[src/rtl/i2s_master_rx.sv]
// I2S master receiver: divides clk down to BCLK/WS, shifts in the left-channel
// word from the mic and emits it as a sign-extended 32-bit sample with a
// one-cycle valid pulse. The right channel is ignored.
module i2s_master_rx #(
  parameter int CLK_DIV   = 12,  // clk cycles per BCLK half-period (>= 2)
  parameter int DATA_BITS = 24   // significant MSB-aligned bits per slot (1..32)
) (
  input  logic        clk,
  input  logic        reset,
  input  logic        enable,
  input  logic        i2s_sd,
  output logic        i2s_bclk,
  output logic        i2s_ws,
  output logic [31:0] sample_out,
  output logic        sample_valid,
  output logic [15:0] sample_count
);

  localparam int              DIV_W     = (CLK_DIV > 2) ? $clog2(CLK_DIV) : 1;
  localparam logic [DIV_W-1:0] DIV_LAST = DIV_W'(CLK_DIV - 1);
  localparam int              EXT_SHIFT = 32 - DATA_BITS;

  logic [DIV_W-1:0] div_cnt_reg;
  logic             bclk_reg;
  logic             ws_reg;
  logic [5:0]       slot_cnt_reg;
  logic [31:0]      shift_reg;
  logic             word_done_reg;
  logic [31:0]      sample_reg;
  logic             valid_reg;
  logic [15:0]      count_reg;

  logic        div_term;
  logic        rise_evt;
  logic        fall_evt;
  logic        left_slot;
  logic [5:0]  slot_next;
  logic [31:0] sample_next;

  // Event decode: the divider terminal count is where BCLK toggles; the
  // current BCLK level tells whether that toggle is a rising or falling edge.
  always_comb begin
    div_term    = (div_cnt_reg == DIV_LAST);
    rise_evt    = enable && div_term && !bclk_reg;
    fall_evt    = enable && div_term && bclk_reg;
    left_slot   = (slot_cnt_reg >= 6'd1) && (slot_cnt_reg <= 6'd32);
    slot_next   = slot_cnt_reg + 6'd1;
    // Arithmetic shift keeps the top DATA_BITS and sign-extends them.
    sample_next = 32'($signed(shift_reg) >>> EXT_SHIFT);
  end

  // Clock divider, BCLK generation and slot/word-select tracking.
  always_ff @(posedge clk or posedge reset) begin
    if (reset) begin
      div_cnt_reg  <= '0;
      bclk_reg     <= 1'b0;
      slot_cnt_reg <= 6'd0;
      ws_reg       <= 1'b0;
    end else if (!enable) begin
      div_cnt_reg  <= '0;
      bclk_reg     <= 1'b0;
      slot_cnt_reg <= 6'd0;
      ws_reg       <= 1'b0;
    end else begin
      if (div_term) begin
        div_cnt_reg <= '0;
        bclk_reg    <= ~bclk_reg;
      end else begin
        div_cnt_reg <= div_cnt_reg + DIV_W'(1);
      end
      if (fall_evt) begin
        slot_cnt_reg <= slot_next;
        ws_reg       <= slot_next[5];
      end
    end
  end

  // Serial capture of left-word bits on BCLK rise; flag completion at slot 32.
  always_ff @(posedge clk or posedge reset) begin
    if (reset) begin
      shift_reg     <= '0;
      word_done_reg <= 1'b0;
    end else begin
      // The completion flag is not gated by enable here: once the last bit
      // is in, the word is delivered even if enable drops on the next edge.
      word_done_reg <= rise_evt && (slot_cnt_reg == 6'd32);
      if (!enable) begin
        shift_reg <= '0;
      end else if (rise_evt && left_slot) begin
        shift_reg <= {shift_reg[30:0], i2s_sd};
      end
    end
  end

  // Output stage: publish the formatted word, pulse valid, bump the counter.
  always_ff @(posedge clk or posedge reset) begin
    if (reset) begin
      sample_reg <= '0;
      valid_reg  <= 1'b0;
      count_reg  <= '0;
    end else begin
      valid_reg <= word_done_reg;
      if (word_done_reg) begin
        sample_reg <= sample_next;
        count_reg  <= count_reg + 16'd1;
      end
    end
  end

  assign i2s_bclk     = bclk_reg;
  assign i2s_ws       = ws_reg;
  assign sample_out   = sample_reg;
  assign sample_valid = valid_reg;
  assign sample_count = count_reg;

  // Expose the count register under a stable name for preloading in test.
  logic [15:0] sample_count_reg;
  assign sample_count_reg = count_reg;

endmodule
[config.mk]
export PLATFORM = sky130hd
export DESIGN_NAME = i2s_master_rx
export DESIGN_NICKNAME = d
export VERILOG_FILES = /design/src/rtl/i2s_master_rx.sv
export SDC_FILE = /design/constraint.sdc
export NUM_CORES = 1
export LEC_CHECK = 0
export BUFFER_PORTS_ARGS = -buffer_cell sky130_fd_sc_hd__buf_2
export CAP_MARGIN = 10
export CELL_PAD_IN_SITES_DETAIL_PLACEMENT = 1
export CELL_PAD_IN_SITES_GLOBAL_PLACEMENT = 2
export CORE_MARGIN = 1
export CORE_UTILIZATION = 30
export DETAILED_ROUTE_END_ITERATION = 6
export PLACE_DENSITY_LB_ADDON = 0.25
export SETUP_SLACK_MARGIN = 0.5
export SYNTH_ARGS = -nofsm -noshare
export SYNTH_HDL_FRONTEND = slang
export SYNTH_SLANG_ARGS = --single-unit
[constraint.sdc]
create_clock -name clk -period 2.67 [get_ports clk]
set_clock_uncertainty 0.15 [all_clocks]
set_input_delay 0.1335 -clock clk [delete_from_list [all_inputs] [get_ports clk]]
set_output_delay 0.1335 -clock clk [all_outputs]
set_load 0.05 [all_outputs]
==> impl_metrics.json, run 1 <==
{
  "drtIter0Drc": 126,
  "cts_inserted_buffers": 9,
  "layout-drive-gt1-share": 0.388,
  "area_growth_pct": 25.3,
  "dp_hpwl_mm": 6.55,
  "route.detailed.wl_per_inst_um": 17.5,
  "antenna_left": 0,
  "final_cell_mix": "dfrtp_1, buf_2, mux2_2",
  "async_flop_share": 1.00,
  "ir_drop_uv": 325,
  "synthDistinctLibCells": 43,
  "cpMaxStageDelayCell": "or4b_4",
  "overflow": 0,
  "fin_area_mm2": 0.00533,
  "cts_tree": "done",
  "yosysSeqAreaShare": 0.500,
  "power_density_mw_per_mm2": 491,
  "synthesis.area_mm2": 0.00425,
  "cap_viol_max_count": 0,
  "crit_type": "flop to flop",
  "io_pins": 55,
  "fmax_mhz": 457,
  "status": "finished clean",
  "via_count": 3317,
  "reg2reg_from": "slot_cnt_reg[1]",
  "std_cell_rows": 43,
  "layout_commonest_cell": "dfrtp_1",
  "grt_pass1_wl_mm": 18.1,
  "worst_pin_slew_ps": 722,
  "diodes": 0,
  "cts_sinks": 85,
  "dieWidth_um": 121,
  "crit_arrival_ps": 2310,
  "cp-start-kind": "flop",
  "synth.ff_latch_count": 85,
  "routabilityCongestion": 0.726,
  "clk_path_buf_depth": 2,
  "grt_pass1_vias": 3453,
  "core_area_mm2": 0.0139,
  "place_inst": 599,
  "grt_max_degree": 38,
  "numPortBuffers": 54,
  "finalHoldViolations": 0,
  "worstPathCellList": "inv_2, ha_4, or4b_4, a211oi_4, buf_6, clkbuf_16, o221ai_1, a21oi_1",
  "finalNonFillerCells": 626,
  "worstPathRequired_ps": 2800,
  "clk_pin_slew_ps": 60,
  "worst-path-buf-inv": 3,
  "reg2reg_slack_ps": 480,
  "slew_headroom": 0.517,
  "clockRootBuffer": "clkbuf_16",
  "synth_edf_count": 0,
  "postSynthNetCount": 400,
  "viasPerCell": 5.30,
  "worstReg2RegEnd": "shift_reg[2]",
  "slowest_delay_ps": 480,
  "grt_antenna_before_repair": 0,
  "grtUsageTotal": 0.159,
  "ys.flop_type": "dfrtp_1",
  "crit_family": "compound AO/OA/AOI/OAI gates",
  "die_h_um": 121,
  "min_period_ps": 2190,
  "p_leak_nw": 2.31,
  "clk_latency_ps": 350,
  "end_kind": "flop",
  "die_area_mm2": 0.0147,
  "cp_max_fo": 7,
  "htreeDepth": 3,
  "synth_cells": 391,
  "rsz0062_at_grt": "yes",
  "cp.depth": 8,
  "largest_reg_flops": 32,
  "min_period_over_period": 0.819,
  "crit_end": "shift_reg[2]",
  "cp-startpoint": "slot_cnt_reg[1]",
  "nets": 450,
  "wl_mm": 11.0,
  "drt_pass1_iterations": 4,
  "avgSynthCellArea_um2": 10.9,
  "reg2regPathDepth": 8,
  "maxSlewViolCount": 0,
  "start_util": 0.306,
  "setup_viol": 0,
  "hold_path_class": "primary input to flop",
  "fin_total_pwr_mw": 2.62,
  "ys_warn_count": 0,
  "remaining_drc_errors": 0,
  "setup_tns_ps": 0,
  "dpl_cell_area_mm2": 0.00468,
  "fillCellCount": 1538
}
[report_power, final]
group | leakage (nW) | total, mW | internal, mW | switching (mW)
logic | 0.976 | 0.0785 | 0.0215 | 0.0571
registers | 1.19 | 1.29 | 1.29 | 0.00293
clock network | 0.148 | 1.25 | 0.729 | 0.517
total | 2.31 | 2.62 | 2.04 | 0.577
[cells in the mapped netlist (4+ instances only)]
| cell | number | share of area |
|---|---|---|
| a21oi_1 | 31 | 0.036 |
| clkbuf_1 | 20 | 0.018 |
| xnor2_1 | 14 | 0.029 |
| nor3_1 | 19 | 0.022 |
| or3_1 | 4 | 0.0059 |
| nor2b_1 | 4 | 0.0059 |
| dfrtp_1 | 85 | 0.50 |
| mux2_2 | 37 | 0.098 |
| nand3_1 | 6 | 0.0071 |
| o221ai_1 | 29 | 0.060 |
| nand2_1 | 12 | 0.011 |
| o21ai_0 | 18 | 0.021 |
| buf_2 | 8 | 0.0094 |
| and2_1 | 6 | 0.0088 |
| nor2_1 | 7 | 0.0062 |
| o31ai_1 | 4 | 0.0071 |
| xor2_1 | 7 | 0.014 |
| buf_4 | 8 | 0.014 |
| inv_1 | 20 | 0.018 |
| o2111ai_1 | 14 | 0.029 |
| ha_1 | 5 | 0.015 |
[worst min-delay path, delay by kind of cell]
kind,cells,cell delay [ps]
compound gates,2,300
buf+inv,1,120
[layout make-up]
cell class / count / area (µm²) / area share
Clock buffer: 13 / 280 / 0.0526
Multi-Input combinational cell: 244 / 2040 / 0.382
Timing Repair Buffer: 81 / 566 / 0.106
Clock inverter: 3 / 17.5 / 0.00329
Inverter: 20 / 78.8 / 0.0148
Tap cell: 180 / 225 / 0.0423
Sequential cell: 85 / 2130 / 0.399
[worst min path at each step]
stage	start	to	slack, ps	depth (start not counted)
CTS	i2s_sd	shift_reg[0]	80	3
finish	i2s_sd	shift_reg[0]	100	3
detailed placement	reset	sample_count[2]	150	2
global route	i2s_sd	shift_reg[0]	150	3
global placement	reset	sample_count[0]	150	2
floorplan	word_done_reg	sample_valid	240	0
[cell families after synthesis]
| group | after synthesis | share of synthesized area |
|---|---|---|
| xor gates and xnor gates | 21 | 0.0432 |
| and+or+nand+nor | 75 | 0.0965 |
| AOI/OAI and AO/OA | 104 | 0.173 |
| DFF | 85 | 0.500 |
| muxes | 39 | 0.103 |
| adders and majority gates | 5 | 0.0147 |
| buffers and inverters | 62 | 0.0694 |
[routing by layer]
layer  wire, µm  GRT usage
met1       5020      0.199
met2       5350      0.263
met3        380     0.0367
met4        223     0.0671
met5          0          0
[what timing repair did]
action,in CTS,in global routing
setup buffers,3,3
cloned,1,2
endpoints found under the setup margin,31,31
hold buffers,2,0
endpoints found under the hold margin,36,0
pin swaps,1,1
gates resized for setup,3,40
[through the flow]
step           utilization  hold WS (ps)  setup WS [ps]
2_1_floorplan            -           242            593
3_3_place_gp         0.337           146            424
3_5_place_dp         0.337           147            429
4_1_cts              0.365          77.5            500
5_1_grt              0.384           152            418
6_report             0.384          95.5            483
No activity file was read; power rests on OpenSTA's default activity.
==> run 2, diff against run 1 <==
clock period = 2.03 ns   (was 2.67 ns; I/O delays follow)
==> run 2 against run 1 <==
Effect of this change: register-to-register slack worse by 630 ps; worst hold slack better by 31 ps; utilization is 3.7 points higher; largest power group is now the clock network; first-iteration DRC count rose by 31%; the flow now finishes with violations (setup timing); wire length rose by 6.8%.
==> impl_metrics.json, run 2 (synthesis gave the netlist of run 1 again) <==
{
  "status": "complete, but fails checks",
  "violations": "setup timing",
  "layout-drive-gt1-share": 0.502,
  "finalHoldViolations": 0,
  "drtIter0Drc": 165,
  "cp-start-kind": "flop",
  "p_leak_nw": 2.53,
  "worstPathRequired_ps": 2150,
  "viasPerCell": 5.24,
  "via_count": 3415,
  "slew_headroom": 0.566,
  "rsz0062_at_grt": "yes",
  "dr_wl_met2_mm": 5.79,
  "nets": 476,
  "std_cell_rows": 43,
  "dp_hpwl_mm": 6.49,
  "numPortBuffers": 54,
  "layout_commonest_cell": "dfrtp_1",
  "reg2reg_from": "slot_cnt_reg[1]",
  "drt_pass1_iterations": 4,
  "crit_arrival_ps": 2300,
  "core_area_mm2": 0.0139,
  "min_period_ps": 2180,
  "holdWs_ps": 126,
  "die_area_mm2": 0.0147,
  "cp_max_fo": 7,
  "setup_viol": 30,
  "ir_drop_uv": 354,
  "top_layer_used": "met4",
  "cp-startpoint": "slot_cnt_reg[1]",
  "maxSlewViolCount": 0,
  "overflow": 0,
  "setup_tns_ps": -3500,
  "clockRootBuffer": "clkbuf_16",
  "cts_tree": "done",
  "worst_pin_slew_ps": 650,
  "cts_sinks": 85,
  "grt_max_degree": 44,
  "end_kind": "flop",
  "die_h_um": 121,
  "worstReg2RegEnd": "shift_reg[2]",
  "diodes": 0,
  "crit_type": "flop to flop",
  "io_pins": 55,
  "htreeDepth": 3,
  "area_growth_pct": 37.4,
  "cts_inserted_buffers": 9,
  "largest_reg_flops": 32,
  "min_period_over_period": 1.07,
  "clk_path_buf_depth": 2,
  "antenna_left": 0,
  "crit_end": "shift_reg[2]",
  "setup_ws_ps": -152,
  "start_util": 0.306,
  "cap_viol_max_count": 0,
  "power_density_mw_per_mm2": 614,
  "grt_pass1_vias": 3593,
  "final_cell_mix": "dfrtp_1, buf_2, mux2_2",
  "hold_path_class": "primary input to flop",
  "route.detailed.wl_per_inst_um": 18.0,
  "clk_latency_ps": 340,
  "fmax_mhz": 458,
  "reg2regPathDepth": 8,
  "dieWidth_um": 121,
  "remaining_drc_errors": 0,
  "grtUsageTotal": 0.166,
  "reg2reg_slack_ps": -150,
  "wl_mm": 11.7,
  "met3_length_um": 384,
  "grt_antenna_before_repair": 0,
  "routabilityCongestion": 0.713,
  "grt_pass1_wl_mm": 18.9,
  "clk_pin_slew_ps": 60,
  "drt-met1-wl_mm": 5.42
}
==> run 2: power breakdown <==
part           switching [mW]  total (mW)  internal [mW]  leakage, nW
registers             0.00680        1.70           1.70         1.16
clock network           0.692        1.77           1.08        0.147
logic                  0.0781       0.114         0.0360         1.22
total                   0.776        3.59           2.81         2.53
==> run 2: how the worst min path moves through the flow <==
stage / startpoint / to / slack (ps) / cells past startpoint
floorplan: reset / div_cnt_reg[0] / 220 / 1
global placement: reset / sample_out[23] / 70 / 2
detailed placement: reset / sample_out[23] / 70 / 2
CTS: i2s_sd / shift_reg[0] / 70 / 3
global route: i2s_sd / shift_reg[0] / 150 / 3
finish: i2s_sd / shift_reg[0] / 130 / 3
==> run 2: routing by layer <==
| metal | global-route usage | vias up |
|---|---|---|
| met5 | 0 | - |
| met4 | 0.0440 | 0 |
| met3 | 0.0446 | 9 |
| met2 | 0.274 | 58 |
| met1 | 0.212 | 1747 |
| li1 | - | 1601 |
==> run 2: metrics by stage <==
stage	utilization	worst slack (ps)	area [µm²]	power (mW)	instances
CTS	0.391	-75.6	5420	3.63	643
global placement	0.348	-68.7	4840	1.83	606
global route	0.421	-206	5840	3.71	652
finish	0.421	-152	5840	3.59	652
floorplan	-	-26.9	4350	1.80	391
detailed placement	0.348	-111	4840	1.83	606
==> run 2: cell type report <==
type                            count  area (µm²)
Timing Repair Buffer              107         853
Clock buffer                       12         236
Fill cell                        1485        8040
Sequential cell                    85        2140
Tap cell                          180         225
Multi-Input combinational cell    244        2230
Inverter                           20        83.8
Clock inverter                      4        72.6
==> run 2: critical path: stages (launching register included) <==
cell	delay, ps
dfrtp_1	390
inv_2	80
ha_4	120
or4b_4	480
a211oi_4	300
buf_6	170
clkbuf_16	160
o221ai_1	110
a21oi_1	150
==> run 2: timing repair <==
action / CTS / global route
endpoints found under the setup margin: 41 / 44
gates resized for setup: 17 / 62
gates cloned: 3 / 2
pin swaps: 7 / 15
setup buffers: 17 / 7
endpoints found under the hold margin: 26 / 0
hold buffers: 1 / 0
==> run 3, diff against run 2 <==
RECOVER_POWER = 25   (was not set)
==> run 3 against run 2 <==
Effect of this change: the flow still finishes with violations (setup timing); sequential power about the same; register-to-register slack about the same; first-iteration DRC count decreased by 7.3%; critical path depth unchanged.
==> impl_metrics.json, run 3 (synthesis gave the netlist of run 1 again) <==
{
  "setup_tns_ps": -3530,
  "cts_inserted_buffers": 9,
  "grt_pass1_vias": 3593,
  "die_h_um": 121,
  "slowest_delay_ps": 480,
  "worstPathCellList": "inv_2, ha_4, or4b_4, a211oi_4, buf_6, clkbuf_16, o221ai_1, a21oi_1",
  "min_period_over_period": 1.08,
  "fmax_mhz": 458,
  "die_area_mm2": 0.0147,
  "setup_viol": 30,
  "crit_type": "flop to flop",
  "place_inst": 606,
  "grt_antenna_before_repair": 0,
  "grt_pass1_wl_mm": 18.9,
  "fin_area_mm2": 0.00581,
  "end_kind": "flop",
  "crit_family": "compound AO/OA/AOI/OAI gates",
  "numPortBuffers": 54,
  "viasPerCell": 5.25,
  "clockRootBuffer": "clkbuf_16",
  "start_util": 0.306,
  "grtUsageTotal": 0.166,
  "area_growth_pct": 36.5,
  "htreeDepth": 3,
  "power_density_mw_per_mm2": 618,
  "nets": 476,
  "rsz0062_at_grt": "yes",
  "finalHoldViolations": 0,
  "crit_arrival_ps": 2300,
  "worst-path-buf-inv": 3,
  "antenna_left": 0,
  "std_cell_rows": 43,
  "cts_sinks": 85,
  "worstPathRequired_ps": 2150,
  "cpMaxStageDelayCell": "or4b_4",
  "cp-start-kind": "flop",
  "cp_max_fo": 7,
  "min_period_ps": 2180,
  "hold_path_class": "primary input to flop",
  "dieWidth_um": 121,
  "ir_drop_uv": 354,
  "largest_reg_flops": 32,
  "worst_pin_slew_ps": 1300,
  "p_leak_nw": 2.45,
  "route.detailed.wl_per_inst_um": 18.0,
  "final_util": 0.418,
  "clk_path_buf_depth": 2,
  "drt_pass1_iterations": 4,
  "dp_hpwl_mm": 6.49,
  "clk_pin_slew_ps": 60,
  "routabilityCongestion": 0.713,
  "finalNonFillerCells": 652,
  "grt_max_degree": 44,
  "remaining_drc_errors": 0,
  "maxSlewViolCount": 0,
  "dpl_worst_slack_ps": -111,
  "violations": "setup timing",
  "overflow": 0,
  "cts_tree": "done",
  "via_count": 3423,
  "status": "complete, but fails checks",
  "core_area_mm2": 0.0139,
  "slew_headroom": 0.131,
  "fin_total_pwr_mw": 3.59,
  "setup_ws_ps": -154,
  "final_cell_mix": "dfrtp_1, mux2_2, buf_2",
  "cap_viol_max_count": 0,
  "wl_mm": 11.7,
  "layout_commonest_cell": "dfrtp_1",
  "clk_latency_ps": 340,
  "diodes": 0,
  "drtIter0Drc": 153,
  "layout-drive-gt1-share": 0.462,
  "holdWs_ps": 126,
  "io_pins": 55,
  "dpl_cell_area_mm2": 0.00484
}
## run 3: worst paths after layout
kind,endpoint,from,cells past startpoint,slack (ps)
max,shift_reg[2],slot_cnt_reg[1],8,-150
min,shift_reg[0],i2s_sd,3,130
max reg2reg,shift_reg[2],slot_cnt_reg[1],8,-150
min reg2reg,sample_count[15],sample_count[15],1,320
max in group asynchronous,i2s_bclk,reset,4,500
min in group asynchronous,sample_out[23],reset,3,410
## run 3: what timing repair did
item                       4_1_cts  5_1_grt
gates resized for setup         17       62
pin swaps                        7       15
buffers inserted                17        7
gates cloned                     3        2
hold endpoints to repair        26        0
setup endpoints to repair       41       44
hold buffers                     1        0
## run 3: layout make-up
type	instances	area [µm²]
Inverter	20	81.3
Tap cell	180	225
Sequential cell	85	2140
Clock buffer	12	236
Timing Repair Buffer	107	827
Fill cell	1491	8080
Clock inverter	4	72.6
Multi-Input combinational cell	244	2220
## run 3: worst reg2reg max path: cells and delay by family (launching register included)
kind,cells,cell delay (ps)
adder cells (fa/ha/maj),1,120
AO/OA/AOI/OAI,3,560
buffers and inverters,3,410
AND/OR/NAND/NOR,1,480
flip-flops,1,400
## run 3: metal layers
metal  global-route usage  up-vias  wire (µm)
met5                    0        -          0
met4               0.0440        0        116
met3               0.0446       10        431
met2                0.274       65       5760
met1                0.212     1750       5400
li1                     -     1598          -
## run 3: power breakdown
| part | leakage [nW] | internal (mW) | switching [mW] |
|---|---|---|---|
| logic | 1.14 | 0.0339 | 0.0775 |
| registers | 1.16 | 1.70 | 0.00499 |
| clock network | 0.147 | 1.08 | 0.693 |
